### config.mk
export PLATFORM = sky130hd
export DESIGN_NAME = dataram_arbiter
export DESIGN_NICKNAME = d
export VERILOG_FILES = /design/src/rtl/dataram_arbiter.sv
export SDC_FILE = /design/constraint.sdc
export NUM_CORES = 1
export LEC_CHECK = 0
export CORE_MARGIN = 2
export CORE_UTILIZATION = 38
export CTS_CLUSTER_DIAMETER = 80
export CTS_CLUSTER_SIZE = 20
export DETAILED_ROUTE_END_ITERATION = 16
export PLACE_DENSITY = 0.83
export SYNTH_ARGS = -nofsm -noshare
export SYNTH_HDL_FRONTEND = slang
export SYNTH_SLANG_ARGS = --single-unit
### constraint.sdc
create_clock -name clk -period 1.75 [get_ports clk]
set_input_delay 0.525 -clock clk [delete_from_list [all_inputs] [get_ports clk]]
set_output_delay 0.525 -clock clk [all_outputs]
set_load 0.01 [all_outputs]
### src/rtl/dataram_arbiter.sv
// Two-port arbiter and sequencer for the byte-addressed data RAM: latches one
// command at a time, runs a single RAM access cycle and returns extended read data.
module dataram_arbiter #(
    parameter int ADDR_W     = 10,
    parameter int FIXED_PRIO = 0
) (
    input  logic              clk,
    input  logic              rst,
    input  logic              req0,
    input  logic              req1,
    input  logic              we0,
    input  logic              we1,
    input  logic [1:0]        size0,
    input  logic [1:0]        size1,
    input  logic              uns0,
    input  logic              uns1,
    input  logic [ADDR_W-1:0] addr0,
    input  logic [ADDR_W-1:0] addr1,
    input  logic [31:0]       wdata0,
    input  logic [31:0]       wdata1,
    output logic              gnt0,
    output logic              gnt1,
    output logic              done0,
    output logic              done1,
    output logic              err,
    output logic [31:0]       rdata,
    output logic              busy,
    output logic [1:0]        ram_sel,
    output logic [ADDR_W-1:0] ram_addr,
    output logic [31:0]       ram_wdata,
    output logic              ram_we,
    input  logic [31:0]       ram_rdata
);

    // state  | meaning
    // IDLE   | waiting for a request; arbitration happens here
    // ACCESS | single RAM cycle driven from the latched command
    // RESP   | RAM read data valid; result registered on exit
    typedef enum logic [1:0] {
        S_IDLE   = 2'd0,
        S_ACCESS = 2'd1,
        S_RESP   = 2'd2
    } state_t;

    state_t r_state;
    state_t w_next;

    logic              r_last;
    logic              r_port;
    logic              r_we;
    logic [1:0]        r_size;
    logic              r_uns;
    logic [ADDR_W-1:0] r_addr;
    logic [31:0]       r_wdata;
    logic              r_err_cmd;
    logic              r_gnt0;
    logic              r_gnt1;
    logic              r_done0;
    logic              r_done1;
    logic              r_err;
    logic [31:0]       r_rdata;

    logic              w_any_req;
    logic              w_pick1;
    logic              w_we;
    logic [1:0]        w_size;
    logic              w_uns;
    logic [ADDR_W-1:0] w_addr;
    logic [31:0]       w_wdata;
    logic              w_illegal;
    logic [31:0]       w_load;

    assign w_any_req = req0 | req1;

    // r_last = 1 means port 1 won the previous arbitration
    always_comb begin
        w_pick1 = 1'b0;
        if (req1 && !req0) begin
            w_pick1 = 1'b1;
        end else if (req1 && req0) begin
            w_pick1 = (FIXED_PRIO == 0) ? !r_last : 1'b0;
        end
    end

    always_comb begin
        w_we      = w_pick1 ? we1    : we0;
        w_size    = w_pick1 ? size1  : size0;
        w_uns     = w_pick1 ? uns1   : uns0;
        w_addr    = w_pick1 ? addr1  : addr0;
        w_wdata   = w_pick1 ? wdata1 : wdata0;
        w_illegal = (w_size == 2'd3) ||
                    ((w_size == 2'd1) && w_addr[0]) ||
                    ((w_size == 2'd2) && (w_addr[1:0] != 2'b00));
    end

    always_ff @(posedge clk) begin
        if (rst) begin
            r_state <= S_IDLE;
        end else begin
            r_state <= w_next;
        end
    end

    always_comb begin
        w_next = r_state;
        case (r_state)
            S_IDLE: begin
                if (w_any_req) begin
                    w_next = w_illegal ? S_RESP : S_ACCESS;
                end
            end
            S_ACCESS: w_next = S_RESP;
            S_RESP:   w_next = S_IDLE;
            default:  w_next = S_IDLE;
        endcase
    end

    // Only the bytes selected by the access size may reach rdata
    always_comb begin
        w_load = '0;
        if (!r_err_cmd && !r_we) begin
            case (r_size)
                2'd0:    w_load = {{24{!r_uns && ram_rdata[7]}}, ram_rdata[7:0]};
                2'd1:    w_load = {{16{!r_uns && ram_rdata[15]}}, ram_rdata[15:0]};
                2'd2:    w_load = ram_rdata;
                default: w_load = '0;
            endcase
        end
    end

    always_ff @(posedge clk) begin
        if (rst) begin
            r_last    <= 1'b1;
            r_port    <= 1'b0;
            r_we      <= 1'b0;
            r_size    <= 2'd0;
            r_uns     <= 1'b0;
            r_addr    <= '0;
            r_wdata   <= '0;
            r_err_cmd <= 1'b0;
            r_gnt0    <= 1'b0;
            r_gnt1    <= 1'b0;
            r_done0   <= 1'b0;
            r_done1   <= 1'b0;
            r_err     <= 1'b0;
            r_rdata   <= '0;
        end else begin
            r_gnt0  <= 1'b0;
            r_gnt1  <= 1'b0;
            r_done0 <= 1'b0;
            r_done1 <= 1'b0;
            r_err   <= 1'b0;
            if ((r_state == S_IDLE) && w_any_req) begin
                r_port    <= w_pick1;
                r_last    <= w_pick1;
                r_we      <= w_we;
                r_size    <= w_size;
                r_uns     <= w_uns;
                r_addr    <= w_addr;
                r_wdata   <= w_wdata;
                r_err_cmd <= w_illegal;
                r_gnt0    <= !w_pick1;
                r_gnt1    <= w_pick1;
            end
            if (r_state == S_RESP) begin
                r_rdata <= w_load;
                r_done0 <= !r_port;
                r_done1 <= r_port;
                r_err   <= r_err_cmd;
            end
        end
    end

    always_comb begin
        ram_we = r_we && (r_state == S_ACCESS) && !rst;
        busy   = (r_state != S_IDLE);
    end

    assign gnt0      = r_gnt0;
    assign gnt1      = r_gnt1;
    assign done0     = r_done0;
    assign done1     = r_done1;
    assign err       = r_err;
    assign rdata     = r_rdata;
    assign ram_sel   = r_size;
    assign ram_addr  = r_addr;
    assign ram_wdata = r_wdata;

endmodule

-- Yosys cells after proc, flatten, opt, wreduce, memory -nomap -nowiden
Index checks and enable logic that the tools add are counted.
- register bits: 88
- input bits: 128
- output and inout bits: 83
- equal/unequal tests: 8
- muxes and demuxes: 12
- bitwise gates (word level): 3
- reduce and logical (&&, ||, !) cells: 26
- operators by type and width (operator ; count):
    32-bit one-hot mux with 3 select lines ; 1
    32-bit two-way mux ; 2
    1-bit logical AND ; 10
    10-bit two-way mux ; 1
    2-bit == test (second input constant) ; 4
    1-bit zero test ; 8
    2-bit by 1-bit == test with 1-bit output (second input constant) ; 3
    2-bit two-way mux ; 3
    2-bit zero test ; 2
    1-bit two-way mux ; 4
    2-bit one-hot mux with 2 select lines ; 1
    2-bit nonzero test ; 2
    2-bit OR reduction ; 2
    1-bit logical OR ; 2
    2-bit inequality test (second input constant) ; 1
    1-bit NOT ; 2
    1-bit OR ; 1

-- Longest topological paths before layout
- word-level depth: 11
- mapped depth: 6
- depth with buffers taken out: 4

-- Worst setup path before layout
OpenSTA, ideal clock, no wires.
- path kind: input to register
- from: in req0
- to: reg r_state[1]
- library setup time: 0.120 ns
- arrival time: 1.487 ns
- path slack: 0.143 ns
- cell stages on the path: 6
- buffers on the path: 2
- path through: nand2_1 -> and2_1 -> clkbuf_1 -> buf_1 -> nor3_1 -> a211o_1
- cells in the longest elaborated chain, start to end: 11
- elaborated cells between the ends (all ways): 20
- those cells by class: 4 x eq/ne; 7 x mux; 1 x bitwise; 8 x reduce/logical
- ends and longest elaborated chain (item ; RTL line ; text):
    from (decl) ; 9 ; input logic req0,
    1-bit logical AND or 1-bit zero test (tied branches) ; 80, 78 ;
    1-bit two-way mux or 1-bit logical AND (tied branches) ; 80, 78 ;
    1-bit two-way mux ; 78 ; if (req1 && !req0) begin
    2-bit two-way mux ; 87 ; w_size = w_pick1 ? size1 : size0;
    2-bit by 1-bit == test with 1-bit output ; 92 ; ((w_size == 2'd1) && w_addr[0]) ||
    1-bit logical AND ; 92 ;
    1-bit logical OR ; 91 ; w_illegal = (w_size == 2'd3) ||
    1-bit logical OR ; 92 ;
    2-bit two-way mux ; 109 ; w_next = w_illegal ? S_RESP : S_ACCESS;
    2-bit two-way mux ; 108 ; if (w_any_req) begin
    2-bit one-hot mux with 2 select lines ; 106 ; case (r_state)
    to (signal assigned) ; 100 ; r_state <= w_next;
    to (decl) ; 45 ; state_t r_state;
Several ways; a longest one is shown, not always the timed one. The select of a mux whose other input is x is not followed.
A chain may end at the register's enable or synchronous reset.

-- Worst setup path in the final report
- from: reg r_state[1]
- to: out busy
- cells in the longest elaborated chain, start to end: 1
- ends and longest elaborated chain (item ; RTL line ; text):
    2-bit nonzero test ; 176 ; busy = (r_state != S_IDLE);
    to (decl) ; 27 ; output logic busy,
Every way passes these cells.

==> reports/qor.csv <==
stage;metric;value;unit
drt;route.vias.total;4080;
floorplanning;die_x;103;µm
timing;finalWorstPathRequiredPeriod;1700;ps
logic_synthesis;mappedNetlistArea;3690;µm²
logic_synthesis;synth_seq_cells;88;
cts;maximum_buffer_depth_of_the_clock_tree;2;
power;p_seq_frac;0.431;
timing;grt_setup_unrepaired;yes;
placement;numPortBuffers;210;
cells_and_area;syn_to_final_growth;67.8;%
floorplanning;fp.dieArea;10500;µm²
timing;fin_skew;6.27;ps
timing;final_critical_path_setup_slack;54.7;ps
timing;setup-tns-final;0;ps
setup_path;critical_path.slowest_cell;dfxtp_2;
logic_synthesis;syn_nets;578;
floorplanning;initial_core_util;0.396;
cts;ctsHtreeMaxLevel;3;
floorplanning;die_y;103;µm
global_route;grt_remaining_overflow;0;
setup_path;crit_chain;or2_2 > buf_2;
timing;hold_slack;455;ps
global_route;vias_in_the_first_global_route;3773;
setup_path;criticalPathCategory;reg -> out;
floorplanning;rows;35;
power;p_int;3780;µW
setup_path;crit_fanout;3;
logic_synthesis;number_of_instances_in_the_synthesized_netlist;450;
drt;firstDrtPassIters;4;
global_route;initial_antenna_violation_count;0;
status;result_of_the_run;completed;
cells_and_area;post_route_cells_drive_above_1_share;0.0921;
drt;remaining_drc_errors;0;
job;drv_cap;0;
global_route;grt.total_usage;0.214;
power;comb_power_share;0.313;
timing;worst_pin_slew;617;ps
drt;wl;12100;µm
cts;cts_tree;done;
power;clock_power_share;0.256;
timing;slew_headroom;0.589;
cts;cts_buffers;9;
setup_path;setup.worst_path.start;r_state[1];
setup_path;startpoint_type;register;
setup_path;critPathArrivalTime;1170;ps
setup_path;reg2reg_from;r_state[1];
placement;pre_cts_slack;-314;ps
min_path;hold_class;reg -> reg;
power;switchingPower;1680;µW
logic_synthesis;synth_area_per_cell;8.21;µm²
setup_path;cp_slowest_stage_delay;350;ps
logic_synthesis;seq_area_frac_synth;0.477;
cts;tritoncts_num_sinks;88;
setup_path;crit_required;1220;ps
cts;clkSlewWorstSetupHoldPaths;90;ps
cells_and_area;design.final.nets;785;
setup_path;crit_path_end_kind;primary output;
drt;detailedRoute.firstIterationViolations;143;
floorplanning;boundaryPins;211;
drt;detail_route.vias_per_cell;5.16;
setup_path;path_buf_inv;1;
timing;final_hold_viol_count;0;
drt;wl_per_cell;15.3;µm
cts;ctsRootBufferMaster;clkbuf_8;
logic_synthesis;yosysWarnings;0;
logic_synthesis;post_synthesis_cell_type_count;30;
placement;post-dp-hpwl;8620;µm
setup_path;cpLargestDelayFamily;flip-flops;
global_route;global_route_wire_length_before_repair;17800;µm
power;ir_worst_vdd;488;µV
power;power_switching_share;0.308;
timing;setup_viol;0;
cells_and_area;post-route-util;0.664;
cells_and_area;finish.cell_count_without_fillers;791;
placement;routability_cong;0.855;
global_route;grt_max_degree;89;
timing;drv_slew;0;
drt;ant_nets;0;
placement;place.detailed.instances;770;
min_path;hold_path_startpoint;rdata[15];
power;power.density;881;nW/µm²
power;leakagePower;0.00272;µW
timing;finalCritPeriodShare;0.969;
cts;cts_hold_repair.buffers;0;
cells_and_area;antenna_cells_inserted;0;
cells_and_area;nFillCells;791;
cts;worst_skew_pair.late_latency;350;ps
floorplanning;floorplan.core_area;9330;µm²
timing;clock.fmax;0.590;GHz
==> cell usage in the layout (no fill, tap or decap), types with 2 or more instances in the layout <==
master           instances
buf_6                    2
clkdlybuf4s50_1        126
mux2i_1                  2
o21a_1                  11
dfxtp_2                  2
buf_2                    3
a21oi_1                 26
nand2_1                105
buf_12                   6
or2_2                    2
o21ai_0                 12
nor3_1                   7
clkinv_4                 2
dlygate4sd2_1           79
dfxtp_1                 86
o21ai_1                 13
dlymetal6s2s_1           2
nand3b_1                17
o22ai_1                  2
clkbuf_8                 9
clkinv_2                 3
clkbuf_16                2
buf_4                   19
a22oi_1                  8
nor2_1                  55
a311oi_1                45
==> what timing repair did <==
| item | in CTS | in global routing |
|---|---|---|
| gates cloned | 0 | 2 |
| setup endpoints to repair | 81 | 22 |
| setup buffers | 0 | 3 |
| resized for setup | 90 | 5 |
| pin swaps | 0 | 1 |
==> tightest hold or removal path: stages, from the launching register on <==
cell and delay, ps:
dfxtp_1 310, nand2_1 50, a21oi_1 50
==> cell usage after synthesis <==
master | instances | area [µm²]
a211o_1 | 1 | 8.76
and2_1 | 1 | 6.26
o21a_1 | 11 | 82.6
a311oi_1 | 46 | 403
nor3_2 | 1 | 10.0
nand2b_4 | 1 | 13.8
buf_1 | 2 | 7.51
nor3b_1 | 1 | 7.51
or2_2 | 2 | 12.5
o21ai_1 | 13 | 65.1
nor2b_1 | 1 | 6.26
nand2_1 | 105 | 394
buf_2 | 8 | 40.0
mux2i_1 | 2 | 20.0
buf_4 | 4 | 30.0
o22ai_1 | 2 | 12.5
clkbuf_1 | 27 | 101
inv_1 | 1 | 3.75
a21oi_1 | 26 | 130
buf_6 | 2 | 22.5
nor3_1 | 7 | 35.0
nor4b_2 | 1 | 15.0
nor2_1 | 57 | 214
dfxtp_1 | 88 | 1760
and3_1 | 1 | 6.26
o21ai_0 | 12 | 60.1
nand2b_2 | 1 | 8.76
nand3b_1 | 17 | 128
a22oi_1 | 8 | 60.1
a2111oi_4 | 1 | 27.5
==> layer usage <==
metal,vias up,part of all wire,global-route usage
li1,1989,-,-
met1,1899,0.40,0.251
met5,-,0,0
met4,0,0.019,0.0851
met3,18,0.083,0.0583
met2,174,0.50,0.370
==> registers in the layout, indices dropped and copies added (netlist names) <==
name,count
gnt0,1
gnt1,1
r_uns,1
r_port,1
ram_sel,2
r_err_cmd,1
ram_addr,10
err,1
r_state,2
ram_wdata,32
done1,1
r_we,1
r_last,1
rdata,32
done0,1
==> metrics by stage <==
| step | area (µm²) | total power, µW |
|---|---|---|
| after CTS | 6110 | 5440 |
| after global placement | 6010 | 4130 |
| final | 6200 | 5460 |
| after detailed placement | 6010 | 4180 |
| after floorplan | 3690 | 3200 |
| after global routing | 6200 | 5760 |
==> power by group through the flow <==
stage               combinational [µW]  sequential, µW  clock (µW)
finish                            1710            2350        1400
global route                      1850            2380        1520
CTS                               1640            2350        1450
detailed placement                1770            2410           0
global placement                  1740            2400           0
floorplan                          707            2490           0
==> final timing paths <==
kind              endpoint  slack [ps]  cells after the start
max                   busy          50                      2
min              rdata[15]         460                      2
max reg2reg  ram_wdata[19]          70                      6
min reg2reg      rdata[15]         460                      2
==> logic make-up (layout without fill, tap and decap cells) <==
logic type | count (synthesis) | count (layout) | synth area share
AND/OR/NAND/NOR | 196 | 196 | 0.232
multiplexers | 2 | 2 | 0.00542
flip-flops | 88 | 88 | 0.477
buffers and inverters | 44 | 256 | 0.0556
AO/OA/AOI/OAI | 120 | 120 | 0.230
==> final cells by class <==
class | count | area (µm²) | share of cell area
Clock buffer | 9 | 124 | 0.0200
Clock inverter | 7 | 71.3 | 0.0115
Inverter | 1 | 3.75 | 0.000606
Multi-Input combinational cell | 318 | 1740 | 0.281
Sequential cell | 88 | 1760 | 0.285
Tap cell | 129 | 161 | 0.0260
Timing Repair Buffer | 239 | 2330 | 0.376
Power figures use the tool's default switching activity.
==> patch 1, RTL diff (same flow settings) <==
Set the parameter `ADDR_W` to 12 (it was 10).
--- a/src/rtl/dataram_arbiter.sv
+++ b/src/rtl/dataram_arbiter.sv
@@ -3,3 +3,3 @@
 module dataram_arbiter #(
-    parameter int ADDR_W     = 10,
+    parameter int ADDR_W     = 12,
     parameter int FIXED_PRIO = 0
Interface: changed (resized addr0, addr1 and ram_addr); port bits go from 211 to 217. The function was not compared with the original's and may differ.
==> patch 1 against the original RTL <==
Worst setup slack got worse by 0.0036 ns. Critical path depth unchanged. Clock power increased by 4%. Area after synthesis increased by 2.0%. Power increased by 2.7%. Wire length increased by 3.2%. Final area increased by 2.5%. Sequential cell count increased by 2.
==> patch 1: results <==
export IMPL_regToRegEndpoint="ram_wdata[5]"
export IMPL_io_buffers=216
export IMPL_slowest_stage="dfxtp_1"
export IMPL_whs_ns=0.453
export IMPL_ctsHoldBuffers=0
export IMPL_numCtsBuffers=9
export IMPL_synthTopCellsByArea="dfxtp_1, a311oi_1, nand2_1, nor2_1, a21oi_1"
export IMPL_async_reset_ff_share_pct=0
export IMPL_antenna_found_initial=0
export IMPL_placed_cell_area_mm2=0.00620
export IMPL_seq_area_frac_synth_pct=47.8
export IMPL_finalClockSkew_ns=0.00737
export IMPL_clock_path_buffers=2
export IMPL_dp_hpwl_mm=9.06
export IMPL_finalNetCount=809
export IMPL_drive_gt1_share_pct=9.10
export IMPL_wl_per_cell_um=15.3
export IMPL_max_vdd_ir_drop_uv=525
export IMPL_ys_warn_count=0
export IMPL_synth_nets=592
export IMPL_regToRegSetupSlack_ns=0.09
export IMPL_grt_first_pass_wirelength_mm=19.5
export IMPL_r2r_cells=7
export IMPL_route_detailed_drc=0
export IMPL_worstHoldStart="rdata[11]"
export IMPL_place_congestion=0.812
export IMPL_grt_pass1_vias=4111
export IMPL_p_leak_nw=2.76
export IMPL_outcome="complete, no violations"
export IMPL_slew_headroom_pct=57.1
export IMPL_routed_via_density=5.15
export IMPL_ys_flop_type="dfxtp_1"
export IMPL_yosys_top_cells_count="nand2_1, dfxtp_1, nor2_1"
export IMPL_drt_iter0_drc=174
export IMPL_clk_latency_ns=0.35
export IMPL_grt_start_max_net_pins=91
export IMPL_clk_pin_slew_worst_paths_ns=0.09
export IMPL_ys_types=31
export IMPL_track_usage_pct=22.0
export IMPL_min_to="rdata[11]"
-- patch 1: through the flow --
step	setup WS (ns)	std cells
2_1_floorplan	0.174	460
4_1_cts	0.00729	810
3_3_place_gp	-0.267	795
3_5_place_dp	-0.311	795
5_1_grt	-0.00618	814
6_report	0.0511	814
-- patch 1: layout make-up --
class | instances | area, um2
Inverter | 1 | 3.75
Timing Repair Buffer | 249 | 2400
Sequential cell | 90 | 1800
Multi-Input combinational cell | 326 | 1780
Tap cell | 133 | 166
Clock inverter | 5 | 62.6
Fill cell | 803 | 3330
Clock buffer | 10 | 138
-- patch 1: worst max-delay path: cells and delay by family, from the launching register on --
kind                   cells  cell delay, ns
buffers and inverters      1            0.16
flip-flops                 1            0.34
AND/OR/NAND/NOR            1            0.33
-- patch 1: kinds of logic after synthesis --
logic type             after synthesis  synth area share (%)
buffers and inverters               44                  5.18
AOI/OAI and AO/OA                  122                  23.0
muxes                                2                 0.532
DFF                                 90                  47.8
and+or+nand+nor                    202                  23.4
-- patch 1: how the worst max path moves through the flow --
stage,startpoint,slack [ns],endpoint
floorplan,req0,0.17,ram_sel[0]
global placement,rst,-0.27,ram_we
detailed placement,rst,-0.31,rdata[30]
CTS,r_state[1],0.007,ram_wdata[5]
global route,r_state[0],-0.006,ram_wdata[8]
finish,r_state[1],0.05,busy
-- patch 1: metal layers --
layer / vias up / GRT usage [%] / share of wire [%]
met5: - / 0 / 0
met4: 0 / 9.75 / 3.4
met3: 37 / 5.29 / 6.3
met2: 166 / 39.7 / 50
met1: 1944 / 24.7 / 40
li1: 2048 / - / -
-- patch 1: report_power, final --
group	internal (mW)	switching, mW	total (mW)
registers	2.28	0.116	2.40
clock network	0.702	0.748	1.45
logic	0.906	0.854	1.76
-- patch 1: what timing repair did --
| item | 4_1_cts | 5_1_grt |
|---|---|---|
| pin swaps | 1 | 1 |
| resized for setup | 91 | 2 |
| buffers inserted | 0 | 3 |
| setup endpoints to repair | 85 | 42 |
| cloned | 0 | 1 |
==> patch 2, RTL diff (same settings) <==
Made on the original files. The 3 states of `state_t` get a one-hot encoding in 3 bits.
--- a/src/rtl/dataram_arbiter.sv
+++ b/src/rtl/dataram_arbiter.sv
@@ -38,6 +38,6 @@
     // RESP   | RAM read data valid; result registered on exit
-    typedef enum logic [1:0] {
-        S_IDLE   = 2'd0,
-        S_ACCESS = 2'd1,
-        S_RESP   = 2'd2
+    typedef enum logic [2:0] {
+        S_IDLE   = 3'b001,
+        S_ACCESS = 3'b010,
+        S_RESP   = 3'b100
     } state_t;
Formal check against the unedited RTL: no difference found for any inputs over 10 cycles, from zero or initial values and one cycle with rst high; not proved beyond that.
==> patch 2 against the original RTL <==
Worst setup slack better by 0.0022 ns. Final area up 4.2%. Critical path type is now register to register. Power down 1.8%. Area after synthesis up 2.1%. Highest routed layer unchanged. Wire length up 0.77%. Clock power down 13%. Sequential cell count up 1. Via count down 4.0%. Critical endpoint is now rdata[30].
==> patch 2: results <==
export IMPL_synthTopCellsByArea="dfxtp_1, mux2i_1, a211oi_1, nor2_1, a21oi_1"
export IMPL_crit_fanout=16
export IMPL_drive_gt1_share_pct=11.2
export IMPL_yosys_top_cells_count="dfxtp_1, nor2_1, a211oi_1, mux2i_1"
export IMPL_clk_latency_ns=0.35
export IMPL_crit_path_end="rdata[30]"
export IMPL_grt_pass1_vias=3813
export IMPL_antenna_left=0
export IMPL_placed_cell_area_mm2=0.00620
export IMPL_async_reset_ff_share_pct=0
export IMPL_num_vias=3917
export IMPL_io_buffers=210
export IMPL_regToRegSetupSlack_ns=0.06
export IMPL_grt_start_max_net_pins=90
export IMPL_min_path_type="register to register"
export IMPL_dp_hpwl_mm=8.80
export IMPL_firstDrtPassIters=4
export IMPL_synth_nets=539
export IMPL_p_leak_nw=2.79
export IMPL_clock_path_buffers=2
export IMPL_place_congestion=0.805
export IMPL_seq_area_frac_synth_pct=47.3
export IMPL_ys_warn_count=0
export IMPL_clk_pin_slew_worst_paths_ns=0.09
export IMPL_antenna_found_initial=0
export IMPL_ys_types=29
export IMPL_cts_max_level=3
export IMPL_r2r_cells=6
export IMPL_drt_iter0_drc=146
export IMPL_outcome="complete, no violations"
export IMPL_required_ns=2.02
export IMPL_numCtsBuffers=9
export IMPL_worstHoldStart="rdata[31]"
export IMPL_power_switching_mw=1.63
export IMPL_grt_first_pass_wirelength_mm=18.4
export IMPL_drt_wl_total_mm=12.2
export IMPL_nFillCells=810
export IMPL_track_usage_pct=20.9
export IMPL_finalClockSkew_ns=0.0125
export IMPL_slew_headroom_pct=37.0
export IMPL_setup_worst_path_start="r_state[2]"
export IMPL_clockRootBuffer="clkbuf_8"
export IMPL_finalNetCount=765
export IMPL_n_antenna_cell=0
export IMPL_max_vdd_ir_drop_uv=391
## patch 2: worst min path at each step
| stage | end | slack (ns) | depth (start not counted) |
|---|---|---|---|
| global route | rdata[31] | 0.47 | 2 |
| detailed placement | rdata[31] | 0.44 | 2 |
| finish | rdata[31] | 0.45 | 2 |
| global placement | rdata[18] | 0.44 | 2 |
| floorplan | done0 | 0.42 | 1 |
| CTS | rdata[31] | 0.45 | 2 |
## patch 2: power groups by stage
stage	logic, mW	clock network [mW]	registers (mW)
6_report	1.77	1.22	2.37
3_3_place_gp	1.72	0	2.41
4_1_cts	1.65	1.25	2.37
3_5_place_dp	1.77	0	2.42
5_1_grt	1.91	1.33	2.40
2_1_floorplan	0.679	0	2.49
## patch 2: routing by layer
metal  vias up  routed length (um)  share of wire, %  GRT usage (%)
met1      1833                4980                41           22.8
met4         0                 155               1.3           6.56
met3        12                 888               7.3           6.23
li1       1917                   -                 -              -
met2       155                6140                51           38.7
met5         -                   0                 0              0
## patch 2: layout make-up
type	instances	area, um2	share of cell area, %
sequential	89	1790	27.7
clock inverter	5	32.5	0.504
clock buffer	11	131	2.03
tap	133	166	2.58
multi-input combinational	284	1850	28.7
inverter	1	3.75	0.0581
timing repair buffer	252	2480	38.5
## patch 2: logic make-up after synthesis
kind of cell    Yosys count  synth area share, %
simple gates            112                 13.3
mux                      47                 12.5
compound gates          125                 22.1
flops                    89                 47.3
buf+inv                  38                 4.85
## patch 2: metrics by stage
step / TNS [ns] / power (mW) / std cells / setup slack [ns]
after floorplan: 0 / 3.17 / 411 / 0.0338
after global placement: -11.24 / 4.13 / 747 / -0.258
after detailed placement: -14.32 / 4.19 / 747 / -0.327
after CTS: 0 / 5.27 / 764 / 0.00305
after global routing: -0.121 / 5.64 / 775 / -0.0345
final: 0 / 5.36 / 775 / 0.0569
## patch 2: worst max-delay path, stage by stage (launching register included)
cell and delay, ns:
dfxtp_2 0.35, or3b_1 0.40, a2111oi_4 0.27, buf_4 0.20, buf_12 0.14, o21ai_0 0.11
a21oi_1 0.16
## patch 2: what timing repair did
| item | CTS | global route |
|---|---|---|
| gates cloned | 0 | 4 |
| buffers inserted | 1 | 7 |
| gates resized for setup | 91 | 10 |
| hold endpoints to repair | 0 | 0 |
| setup endpoints to repair | 82 | 54 |
| pin swaps | 1 | 2 |
